File: src/rtl/cg_iteration_sequencer.sv
// Phase sequencer for one CG solve: preload, then iterate matvec/dot/alpha/update/dot/beta/update
// until convergence or the iteration limit. Optional macro CG_CYCLE_COUNT_EN adds a cycle_count output.
module cg_iteration_sequencer #(
  parameter int NO_OF_UNITS   = 8,
  parameter int ITER_WIDTH    = 11,
  parameter int FINISH_CYCLES = 5
) (
  input  logic                  clk,
  input  logic                  reset,
  input  logic                  go,
  input  logic [31:0]           total,
  input  logic [ITER_WIDTH-1:0] max_iter,
  input  logic                  a_load_done,
  input  logic                  matvec_done,
  input  logic                  vXv1_finish,
  input  logic                  div_done,
  input  logic                  converged,
  output logic                  memories_pre_preprocess,
  output logic                  start,
  output logic                  reset_vXv1,
  output logic                  read_again,
  output logic                  read_again_2,
  output logic                  finish_alu,
  output logic                  finish_all,
  output logic                  busy,
  output logic [ITER_WIDTH-1:0] iteration
`ifdef CG_CYCLE_COUNT_EN
  ,
  output logic [31:0]           cycle_count
`endif
);

  localparam logic [3:0] IDLE     = 4'd0;
  localparam logic [3:0] PRELOAD  = 4'd1;
  localparam logic [3:0] MATVEC   = 4'd2;
  localparam logic [3:0] DOT_RR   = 4'd3;
  localparam logic [3:0] ALPHA    = 4'd4;
  localparam logic [3:0] UPD_XR   = 4'd5;
  localparam logic [3:0] DOT_RNEW = 4'd6;
  localparam logic [3:0] BETA     = 4'd7;
  localparam logic [3:0] UPD_P    = 4'd8;
  localparam logic [3:0] ITER_END = 4'd9;
  localparam logic [3:0] DONE     = 4'd10;

  localparam logic [31:0] FINISH_LAST = 32'(FINISH_CYCLES - 1);

  logic [3:0]            state_q, state_d;
  logic [31:0]           cnt_q, cnt_d;
  logic [31:0]           n_words_q, n_words_d;
  logic [ITER_WIDTH-1:0] max_iter_q, max_iter_d;
  logic [ITER_WIDTH-1:0] iter_q, iter_d;
  logic [31:0]           go_words;
  logic                  limit_hit;

  logic mpp_q, start_q, rv_q, ra_q, ra2_q, fa_q, fall_q, busy_q;

  assign go_words  = total / 32'(NO_OF_UNITS);
  // Decision is taken on the value before this iteration's increment, widened so all-ones cannot wrap.
  assign limit_hit = ({1'b0, iter_q} + {{ITER_WIDTH{1'b0}}, 1'b1}) >= {1'b0, max_iter_q};

  // NOTE: every variable gets a default at the top of always_comb so no path infers a latch.
  always_comb begin
    state_d    = state_q;
    cnt_d      = cnt_q;
    n_words_d  = n_words_q;
    max_iter_d = max_iter_q;
    iter_d     = iter_q;
    case (state_q)
      IDLE: if (go) begin
        n_words_d  = go_words;
        max_iter_d = (max_iter == '0) ? {{(ITER_WIDTH-1){1'b0}}, 1'b1} : max_iter;
        iter_d     = '0;
        cnt_d      = '0;
        state_d    = (go_words == 32'd0) ? DONE : PRELOAD;
      end
      PRELOAD:  if (a_load_done) state_d = MATVEC;
      MATVEC:   if (matvec_done) state_d = DOT_RR;
      DOT_RR:   if (vXv1_finish) state_d = ALPHA;
      ALPHA: if (div_done) begin
        state_d = UPD_XR;
        cnt_d   = '0;
      end
      UPD_XR: if (cnt_q == n_words_q - 32'd1) begin
        state_d = DOT_RNEW;
        cnt_d   = '0;
      end else begin
        cnt_d = cnt_q + 32'd1;
      end
      DOT_RNEW: if (vXv1_finish) state_d = BETA;
      BETA: if (div_done) begin
        state_d = UPD_P;
        cnt_d   = '0;
      end
      UPD_P: if (cnt_q == n_words_q - 32'd1) begin
        state_d = ITER_END;
        cnt_d   = '0;
      end else begin
        cnt_d = cnt_q + 32'd1;
      end
      ITER_END: if (cnt_q == FINISH_LAST) begin
        cnt_d = '0;
        if (iter_q != {ITER_WIDTH{1'b1}}) iter_d = iter_q + {{(ITER_WIDTH-1){1'b0}}, 1'b1};
        state_d = (converged || limit_hit) ? DONE : MATVEC;
      end else begin
        cnt_d = cnt_q + 32'd1;
      end
      DONE:    state_d = IDLE;
      default: state_d = IDLE;
    endcase
  end

  // NOTE: sequential state uses non-blocking assignments so every flop samples pre-edge values.
  always_ff @(posedge clk) begin
    if (reset) begin
      state_q    <= IDLE;
      cnt_q      <= '0;
      n_words_q  <= '0;
      max_iter_q <= '0;
      iter_q     <= '0;
      mpp_q      <= 1'b0;
      start_q    <= 1'b0;
      rv_q       <= 1'b1;
      ra_q       <= 1'b0;
      ra2_q      <= 1'b0;
      fa_q       <= 1'b0;
      fall_q     <= 1'b0;
      busy_q     <= 1'b0;
    end else begin
      state_q    <= state_d;
      cnt_q      <= cnt_d;
      n_words_q  <= n_words_d;
      max_iter_q <= max_iter_d;
      iter_q     <= iter_d;
      // Strobes are decoded from the next state so the registered outputs line up with state_q.
      mpp_q      <= (state_d == PRELOAD);
      start_q    <= (state_d == MATVEC);
      rv_q       <= !((state_d == DOT_RR) || (state_d == DOT_RNEW));
      ra_q       <= (state_d == UPD_XR);
      ra2_q      <= (state_d == UPD_P);
      fa_q       <= (state_d == ITER_END);
      fall_q     <= (state_d == DONE);
      busy_q     <= (state_d != IDLE);
    end
  end

  assign memories_pre_preprocess = mpp_q;
  assign start                   = start_q;
  assign reset_vXv1              = rv_q;
  assign read_again              = ra_q;
  assign read_again_2            = ra2_q;
  assign finish_alu              = fa_q;
  assign finish_all              = fall_q;
  assign busy                    = busy_q;
  assign iteration               = iter_q;

`ifdef CG_CYCLE_COUNT_EN
  logic [31:0] cyc_q, cyc_d;

  always_comb begin
    cyc_d = cyc_q;
    if (state_q == IDLE) begin
      if (go) cyc_d = '0;
    end else if (cyc_q != 32'hFFFF_FFFF) begin
      cyc_d = cyc_q + 32'd1;
    end
  end

  always_ff @(posedge clk) begin
    if (reset) cyc_q <= '0;
    else       cyc_q <= cyc_d;
  end

  assign cycle_count = cyc_q;
`endif

endmodule

File: config.mk
export PLATFORM = sky130hd
export DESIGN_NAME = cg_iteration_sequencer
export DESIGN_NICKNAME = d
export VERILOG_FILES = /design/src/rtl/cg_iteration_sequencer.sv
export SDC_FILE = /design/constraint.sdc
export NUM_CORES = 1
export LEC_CHECK = 0
export ABC_CLOCK_PERIOD_IN_PS = 6650
export CORE_MARGIN = 10
export CORE_UTILIZATION = 40
export DETAILED_ROUTE_END_ITERATION = 10
export GPL_TIMING_DRIVEN = 0
export PLACE_DENSITY = 0.6
export SLEW_MARGIN = 20
export SYNTH_ARGS = -nofsm -noshare
export SYNTH_HDL_FRONTEND = slang
export SYNTH_SLANG_ARGS = --single-unit
File: constraint.sdc
create_clock -name clk -period 6.65 [get_ports clk]
set_input_delay 1.33 -clock clk [delete_from_list [all_inputs] [get_ports clk]]
set_output_delay 1.33 -clock clk [all_outputs]
set_load 0.03 [all_outputs]
==> results of run 1 <==
[cells by family (layout without fill, tap and decap cells)]
family / count (synthesis) / after routing / synth area share
simple gates: 366 / 366 / 0.3191
buf+inv: 80 / 160 / 0.05582
fa+ha+maj: 16 / 16 / 0.03379
mux: 11 / 11 / 0.01903
xor+xnor: 48 / 48 / 0.07186
compound gates: 163 / 163 / 0.1754
flops: 95 / 95 / 0.3251
[sequential cells by signal, indices dropped and copies added (netlist names)]
register	cells
cnt_q	32
finish_all	1
start	1
read_again_2	1
iteration	11
memories_pre_preprocess	1
n_words_q	29
reset_vXv1	1
max_iter_q	11
state_q	4
busy	1
read_again	1
finish_alu	1
[where the power goes]
group	leakage, nW	internal, W	switching (W)
clock network	0.132	0.000270	0.000213
logic	1.59	0.000153	0.000226
registers	0.772	0.000597	0.0000290
total	2.49	0.00102	0.000469
[worst max-delay path: cells and delay by family, from the launching register on]
family / cells / cell delay [ns]
flops: 1 / 0.29
simple gates: 3 / 0.87
fa+ha+maj: 1 / 0.14
buf+inv: 4 / 0.94
mux: 1 / 0.39
compound gates: 5 / 1.45
[worst paths after layout]
| path | start | to | slack (ns) | depth (start not counted) |
|---|---|---|---|---|
| setup reg to reg | n_words_q[0]$_SDFFE_PP0P_ | cnt_q[12]$_SDFFE_PP0P_ | 2.47 | 14 |
| hold / removal | max_iter_q[9]$_SDFFE_PP0P_ | max_iter_q[9]$_SDFFE_PP0P_ | 0.46 | 2 |
| setup / recovery | n_words_q[0]$_SDFFE_PP0P_ | cnt_q[12]$_SDFFE_PP0P_ | 2.47 | 14 |
| hold reg to reg | max_iter_q[9]$_SDFFE_PP0P_ | max_iter_q[9]$_SDFFE_PP0P_ | 0.46 | 2 |
[cell type report]
class                   count  area share
plain buffers              47     0.02893
repair buffers             66     0.09429
well taps                 184     0.03286
inverters                  33     0.01768
multi-input cells         604      0.5170
clock inverters             1   0.0007143
flip-flops and latches     95      0.2714
clock buffers              13     0.03714
[through the flow]
stage,instance area [um^2],utilization,cells
6_report,7007,0.4858,1043
2_1_floorplan,5851,-,779
3_3_place_gp,6741,0.4674,1029
5_1_grt,7007,0.4858,1043
3_5_place_dp,6741,0.4674,1029
4_1_cts,7007,0.4858,1043
[layer usage]
| metal | track usage | vias up | share of wire | wire length (um) |
|---|---|---|---|---|
| met5 | 0 | - | 0 | 0 |
| met4 | 0.06359 | 0 | 0.020 | 346 |
| met2 | 0.3012 | 178 | 0.50 | 8813 |
| li1 | - | 2936 | - | - |
| met3 | 0.03695 | 28 | 0.054 | 964 |
| met1 | 0.2095 | 2781 | 0.43 | 7578 |
[synthesized netlist by cell type (18+ instances only)]
master and count:
sky130_fd_sc_hd__nand2_1 129, sky130_fd_sc_hd__dfxtp_1 95, sky130_fd_sc_hd__a21oi_1 69, sky130_fd_sc_hd__nor2_1 57, sky130_fd_sc_hd__nand3_1 43, sky130_fd_sc_hd__clkbuf_1 36, sky130_fd_sc_hd__inv_1 32, sky130_fd_sc_hd__xnor2_1 30
sky130_fd_sc_hd__o21ai_0 29, sky130_fd_sc_hd__nor4_1 25, sky130_fd_sc_hd__nor3_1 22, sky130_fd_sc_hd__xor2_1 18
==> reports/summary.txt, run 1 <==
Post-CTS Repair Setup Buffers: 0
Fin Hold WS: 0.4552 ns
sort of element at the end of the critical path: flip-flop
FF+latch count, synth: 95
area delta synth->final: 19.76%
Crit path arrival time: 4.45 ns
most common cell after layout, fill and taps aside: sky130_fd_sc_hd__nand2_1
number of antenna violations at the first check in global routing: 0
Synth area leaders: sky130_fd_sc_hd__dfxtp_1 33%, sky130_fd_sc_hd__nand2_1 8.3%, sky130_fd_sc_hd__a21oi_1 5.9%
worst skew pair latency: 0.35 ns
final-report max-slew violation count: 0
maximum fanout encountered on the critical timing path: 10
CTS hold repair buffers: 0
cells traversed along the worst timing path: clkbuf_1, inv_1, ha_1, clkbuf_1, nor2b_1, nor4b_2, mux2_2, a311oi_1, a2111oi_2, o2111a_2, o21ai_0, nand2_1, clkbuf_2, o21ai_0
cell type of the slowest stage on the worst timing path: sky130_fd_sc_hd__o21ai_0
max-capacitance violation count: 0
final setup fails: 0
Num CTS Buffers: 9
worst hold path type: reg -> reg
proportion of register bits with asynchronous set or reset after synthesis: 0
prevailing post-synth register cell: sky130_fd_sc_hd__dfxtp_1
setup repair after global routing missed its margin: false
Max Clk Rate: 239.3 MHz
unique cell type count in the Yosys netlist: 73
half-perimeter wire length after detailed placement: 13.61 mm
via count of the first global-routing pass: 5730
CP max stage delay: 0.49 ns
syn nets: 845
Synth top area share: 0.3251
area taken by multi-input logic gates: 0.003622 mm^2
worst rel slew slack: 0.4317
Critical Path Start Type: flip-flop
vias per cell: 5.679
via count of the routed design: 5923
post-route setup TNS: 0 ns
violation count after the first detailed-routing iteration: 437
clock sink count: 95
post-synthesis cell type with the largest combined area: sky130_fd_sc_hd__dfxtp_1
peak supply drop: 0.1506 mV
sequential area share after synthesis: 0.3251
post-route antenna net violation count: 0
Worst Slack Setup Final: 2.470 ns
global-route wire length before repair: 28.79 mm
Fin. Hold Viols: 0
final period utilization: 0.6285
worst endpoint required time: 6.92 ns
initial core utilization: 0.4056
GP Congestion: 0.8755
diode count: 0
placement-stage worst setup slack: 2.603 ns
core area: 0.01442 mm^2
routed wire length: 17.70 mm
Overflow after GRT: 0
slew at the pin closest to its max-slew limit: 0.8525 ns
Die Height: 140.9 um
total number of nets in the final design: 922
buffer depth of the longest clock path: 2
count of flip-flops with a built-in enable after synthesis: 0
clk root buf: sky130_fd_sc_hd__clkbuf_16
leakage: 2.493 nW
final total power: 0.001488 W
areal power density over the cells: 212.3 mW/mm^2
combined area of all synthesized cells: 0.005851 mm^2
IO Pins: 70
count of mapped cells out of synthesis: 779
number of warnings reported in the yosys synthesis log: 0
final setup skew: 0.007025 ns
commonest non-fill, non-tap cells in the layout: 129 x sky130_fd_sc_hd__nand2_1, 95 x sky130_fd_sc_hd__dfxtp_1, 69 x sky130_fd_sc_hd__a21oi_1
Pre-Repair DR Iteration Count: 6
final critical-path required period: 4.180 ns
Avg WL per Cell: 16.97 um
area of all sequential standard cells: 0.001902 mm^2
count of buffers inserted at the top-level ports: 66
fraction of layout cells with a size suffix above 1: 0.04424
number of inserted filler cells in the final layout: 1455
quantity of gates resized following cts: 0
result of the run: finished clean
overall fraction of global-route tracks in use: 0.1752
pin count of the biggest net entering global routing: 14
total number of placement rows: 44
number of levels the H-tree was split into: 3
CTS tree: yes
clock transition at the registers of the reported paths: 0.06 ns
kind of critical path: reg -> reg
Avg Inst Size Synth: 7.510 um^2
x dimension of the die: 140.9 um
DRC violations left: 0
Die ar.: 0.01986 mm^2
No activity file was read; power rests on OpenSTA's default activity.
==> inputs of run 2 (changes only) <==
--- a/config.mk
+++ b/config.mk
@@ -5,12 +5,12 @@
 export SDC_FILE = /design/constraint.sdc
 export NUM_CORES = 1
 export LEC_CHECK = 0
-export ABC_CLOCK_PERIOD_IN_PS = 6650
+export ABC_CLOCK_PERIOD_IN_PS = 3700
 export CORE_MARGIN = 10
 export CORE_UTILIZATION = 40
 export DETAILED_ROUTE_END_ITERATION = 10
 export GPL_TIMING_DRIVEN = 0
-export PLACE_DENSITY = 0.6
+export PLACE_DENSITY = 0.63
 export SLEW_MARGIN = 20
 export SYNTH_ARGS = -nofsm -noshare
 export SYNTH_HDL_FRONTEND = slang
==> constraint.sdc (replaced) <==
create_clock -name clk -period 3.7 [get_ports clk]
set_input_delay 0.74 -clock clk [delete_from_list [all_inputs] [get_ports clk]]
set_output_delay 0.74 -clock clk [all_outputs]
set_load 0.03 [all_outputs]
==> reports/summary.txt, run 2 (synthesis gave the netlist of run 1 again) <==
result of the run: finished clean (unchanged)
number of inserted filler cells in the final layout: 1502 (was 1455)
setup repair after global routing missed its margin: false (unchanged)
violation count after the first detailed-routing iteration: 317 (was 437)
fraction of layout cells with a size suffix above 1: 0.05251 (was 0.04424)
worst skew pair latency: 0.35 ns (about the same)
post-route antenna net violation count: 0 (unchanged)
core area: 0.01442 mm^2 (unchanged)
commonest non-fill, non-tap cells in the layout: 128 x sky130_fd_sc_hd__nand2_1, 95 x sky130_fd_sc_hd__dfxtp_1, 69 x sky130_fd_sc_hd__a21oi_1 (was 129 x sky130_fd_sc_hd__nand2_1, 95 x sky130_fd_sc_hd__dfxtp_1, 69 x sky130_fd_sc_hd__a21oi_1)
Avg WL per Cell: 16.26 um (was 16.97 um)
pin count of the biggest net entering global routing: 14 (unchanged)
final-report max-slew violation count: 0 (unchanged)
diode count: 0 (unchanged)
CP max stage delay: 0.44 ns (was 0.49 ns)
Die Height: 140.9 um (unchanged)
power dissipated by switching net loads: 0.0008373 W (was 0.0004686 W)
final setup fails: 0 (unchanged)
cells traversed along the worst timing path: buf_2, nor4_4, nand2_2, buf_2, nor4_1, mux2i_1, nor4b_1, o2111a_2, o21ai_1, nand2_1, clkbuf_2, o21ai_0 (was clkbuf_1, inv_1, ha_1, clkbuf_1, nor2b_1, nor4b_2, mux2_2, a311oi_1, a2111oi_2, o2111a_2, o21ai_0, nand2_1, clkbuf_2, o21ai_0)
x dimension of the die: 140.9 um (unchanged)
Critical Path Start Type: flip-flop (unchanged)
area of all placed cells without fillers: 0.007061 mm^2 (was 0.007007 mm^2)
initial core utilization: 0.4056 (unchanged)
buffer depth of the longest clock path: 2 (unchanged)
via count of the first global-routing pass: 5445 (was 5730)
combinational share of power: 0.246 (was 0.255)
maximum fanout encountered on the critical timing path: 10 (unchanged)
most frequent cell on the critical path: sky130_fd_sc_hd__buf_2
relative contribution of the clock network to total power: 0.341 (was 0.325)
final setup skew: 0.006962 ns (was 0.007025 ns)
leakage: 2.519 nW (was 2.493 nW)
overall fraction of global-route tracks in use: 0.1683 (was 0.1752)
Overflow after GRT: 0 (unchanged)
most common cell after layout, fill and taps aside: sky130_fd_sc_hd__nand2_1 (unchanged)
number of buffers and inverters on the critical path: 3 (was 4)
number of flip-flops in the largest register: 32 (unchanged)
Top reg by flops: cnt_q (unchanged)
IO Pins: 70 (unchanged)
area of all sequential standard cells: 0.001902 mm^2 (unchanged)
Crit path arrival time: 3.76 ns (was 4.45 ns)
final critical-path required period: 3.533 ns (was 4.180 ns)
GP Congestion: 0.9026 (was 0.8755)
area delta synth->final: 20.68% (was 19.76%)
DRC violations left: 0 (unchanged)
Largest regs: cnt_q x32, n_words_q x29 (unchanged)
count of buffers inserted at the top-level ports: 66 (unchanged)
number of antenna violations at the first check in global routing: 0 (unchanged)
Num CTS Buffers: 9 (unchanged)
via count of the routed design: 5813 (was 5923)
Die ar.: 0.01986 mm^2 (unchanged)
Fin. Hold Viols: 0 (unchanged)
global-route wire length before repair: 27.59 mm (was 28.79 mm)
Max Clk Rate: 283.0 MHz (was 239.3 MHz)
max-capacitance violation count: 0 (unchanged)
sequential fraction of design power: 0.413 (was 0.421)
half-perimeter wire length after detailed placement: 12.87 mm (was 13.61 mm)
peak supply drop: 0.2332 mV (was 0.1506 mV)
total number of nets in the final design: 921 (was 922)
worst rel slew slack: 0.4989 (was 0.4317)
slew at the pin closest to its max-slew limit: 0.7516 ns (was 0.8525 ns)
clock sink count: 95 (unchanged)
cell type of the slowest stage on the worst timing path: sky130_fd_sc_hd__nor4_4 (was sky130_fd_sc_hd__o21ai_0)
clock transition at the registers of the reported paths: 0.06 ns (about the same)
vias per cell: 5.584 (was 5.679)
internal power: 0.001903 W (was 0.001019 W)
CTS tree: yes (unchanged)
Top delay family on crit path: simple AND/OR/NAND/NOR gates (was compound AO/OA/AOI/OAI gates)
total number of placement rows: 44 (unchanged)
number of levels the H-tree was split into: 3 (unchanged)
routed wire length: 16.93 mm (was 17.70 mm)
final period utilization: 0.9549 (was 0.6285)
Pre-Repair DR Iteration Count: 5 (was 6)
area taken by multi-input logic gates: 0.003651 mm^2 (was 0.003622 mm^2)
worst endpoint required time: 3.93 ns (was 6.92 ns)
post-route setup TNS: 0 ns (unchanged)
fraction of power spent switching nets: 0.3056 (was 0.3150)
areal power density over the cells: 388.1 mW/mm^2 (was 212.3 mW/mm^2)
clk root buf: sky130_fd_sc_hd__clkbuf_16 (unchanged)
sort of element at the end of the critical path: flip-flop (unchanged)
kind of critical path: reg -> reg (unchanged)
worst hold path type: reg -> reg (unchanged)
placement-stage cell area: 0.006741 mm^2 (unchanged)
run 2: cell type report:
cell class,count,area share
clock inverter,1,0.004253
sequential,95,0.2694
clock buffer,12,0.03633
inverter,33,0.01754
tap,184,0.03261
multi-input combinational,604,0.5171
buffer,44,0.02711
timing repair buffer,68,0.09569
run 2: power groups by stage:
stage               registers [W]  logic (W)  clock network, W
floorplan                 0.00114   0.000459                 0
global placement          0.00115   0.000663                 0
detailed placement        0.00115   0.000666                 0
CTS                       0.00112   0.000673          0.000959
global route              0.00114   0.000754          0.000986
finish                    0.00113   0.000675          0.000934
run 2: worst reg2reg max path, cell delays in order (launching register included):
cell	delay [ns]
sky130_fd_sc_hd__dfxtp_1	0.29
sky130_fd_sc_hd__buf_2	0.18
sky130_fd_sc_hd__nor4_4	0.44
sky130_fd_sc_hd__nand2_2	0.17
sky130_fd_sc_hd__buf_2	0.23
sky130_fd_sc_hd__nor4_1	0.35
sky130_fd_sc_hd__mux2i_1	0.24
sky130_fd_sc_hd__nor4b_1	0.35
sky130_fd_sc_hd__o2111a_2	0.36
sky130_fd_sc_hd__o21ai_1	0.18
sky130_fd_sc_hd__nand2_1	0.19
sky130_fd_sc_hd__clkbuf_2	0.29
sky130_fd_sc_hd__o21ai_0	0.13
run 2: path summary, 6_finish.rpt:
path	startpoint	endpoint	slack [ns]	cells after the start
worst max register to register	n_words_q[7]$_SDFFE_PP0P_	cnt_q[24]$_SDFFE_PP0P_	0.17	12
worst max-delay path	n_words_q[7]$_SDFFE_PP0P_	cnt_q[24]$_SDFFE_PP0P_	0.17	12
worst min register to register	max_iter_q[7]$_SDFFE_PP0P_	max_iter_q[7]$_SDFFE_PP0P_	0.46	2
worst min-delay path	max_iter_q[7]$_SDFFE_PP0P_	max_iter_q[7]$_SDFFE_PP0P_	0.46	2
run 2: what timing repair did:
action / in CTS / in global routing
setup buffers: 0 / 2
pin swaps: 0 / 1
hold buffers: 0 / 0
endpoints found under the hold margin: 0 / 0
setup endpoints to repair: 18 / 32
gates resized for setup: 2 / 5
run 2: metal layers:
| metal | track usage | routed length (um) | vias up | part of all wire |
|---|---|---|---|---|
| met1 | 0.2125 | 7707 | 2712 | 0.46 |
| li1 | - | - | 2933 | - |
| met3 | 0.04199 | 945 | 17 | 0.056 |
| met4 | 0.04674 | 269 | 0 | 0.016 |
| met5 | 0 | 0 | - | 0 |
| met2 | 0.2773 | 8004 | 151 | 0.47 |
run 2: per-stage QoR:
step / instances / setup WS, ns / util / hold slack [ns] / power [W]
2_1_floorplan: 779 / 0.7021 / - / 0.4363 / 0.001603
3_3_place_gp: 1029 / -0.3121 / 0.4674 / 0.4457 / 0.001809
3_5_place_dp: 1029 / -0.3027 / 0.4674 / 0.4509 / 0.001813
4_1_cts: 1041 / 0.04653 / 0.4874 / 0.4597 / 0.002756
5_1_grt: 1041 / 0.006140 / 0.4895 / 0.4783 / 0.002878
6_report: 1041 / 0.1670 / 0.4895 / 0.4562 / 0.002740
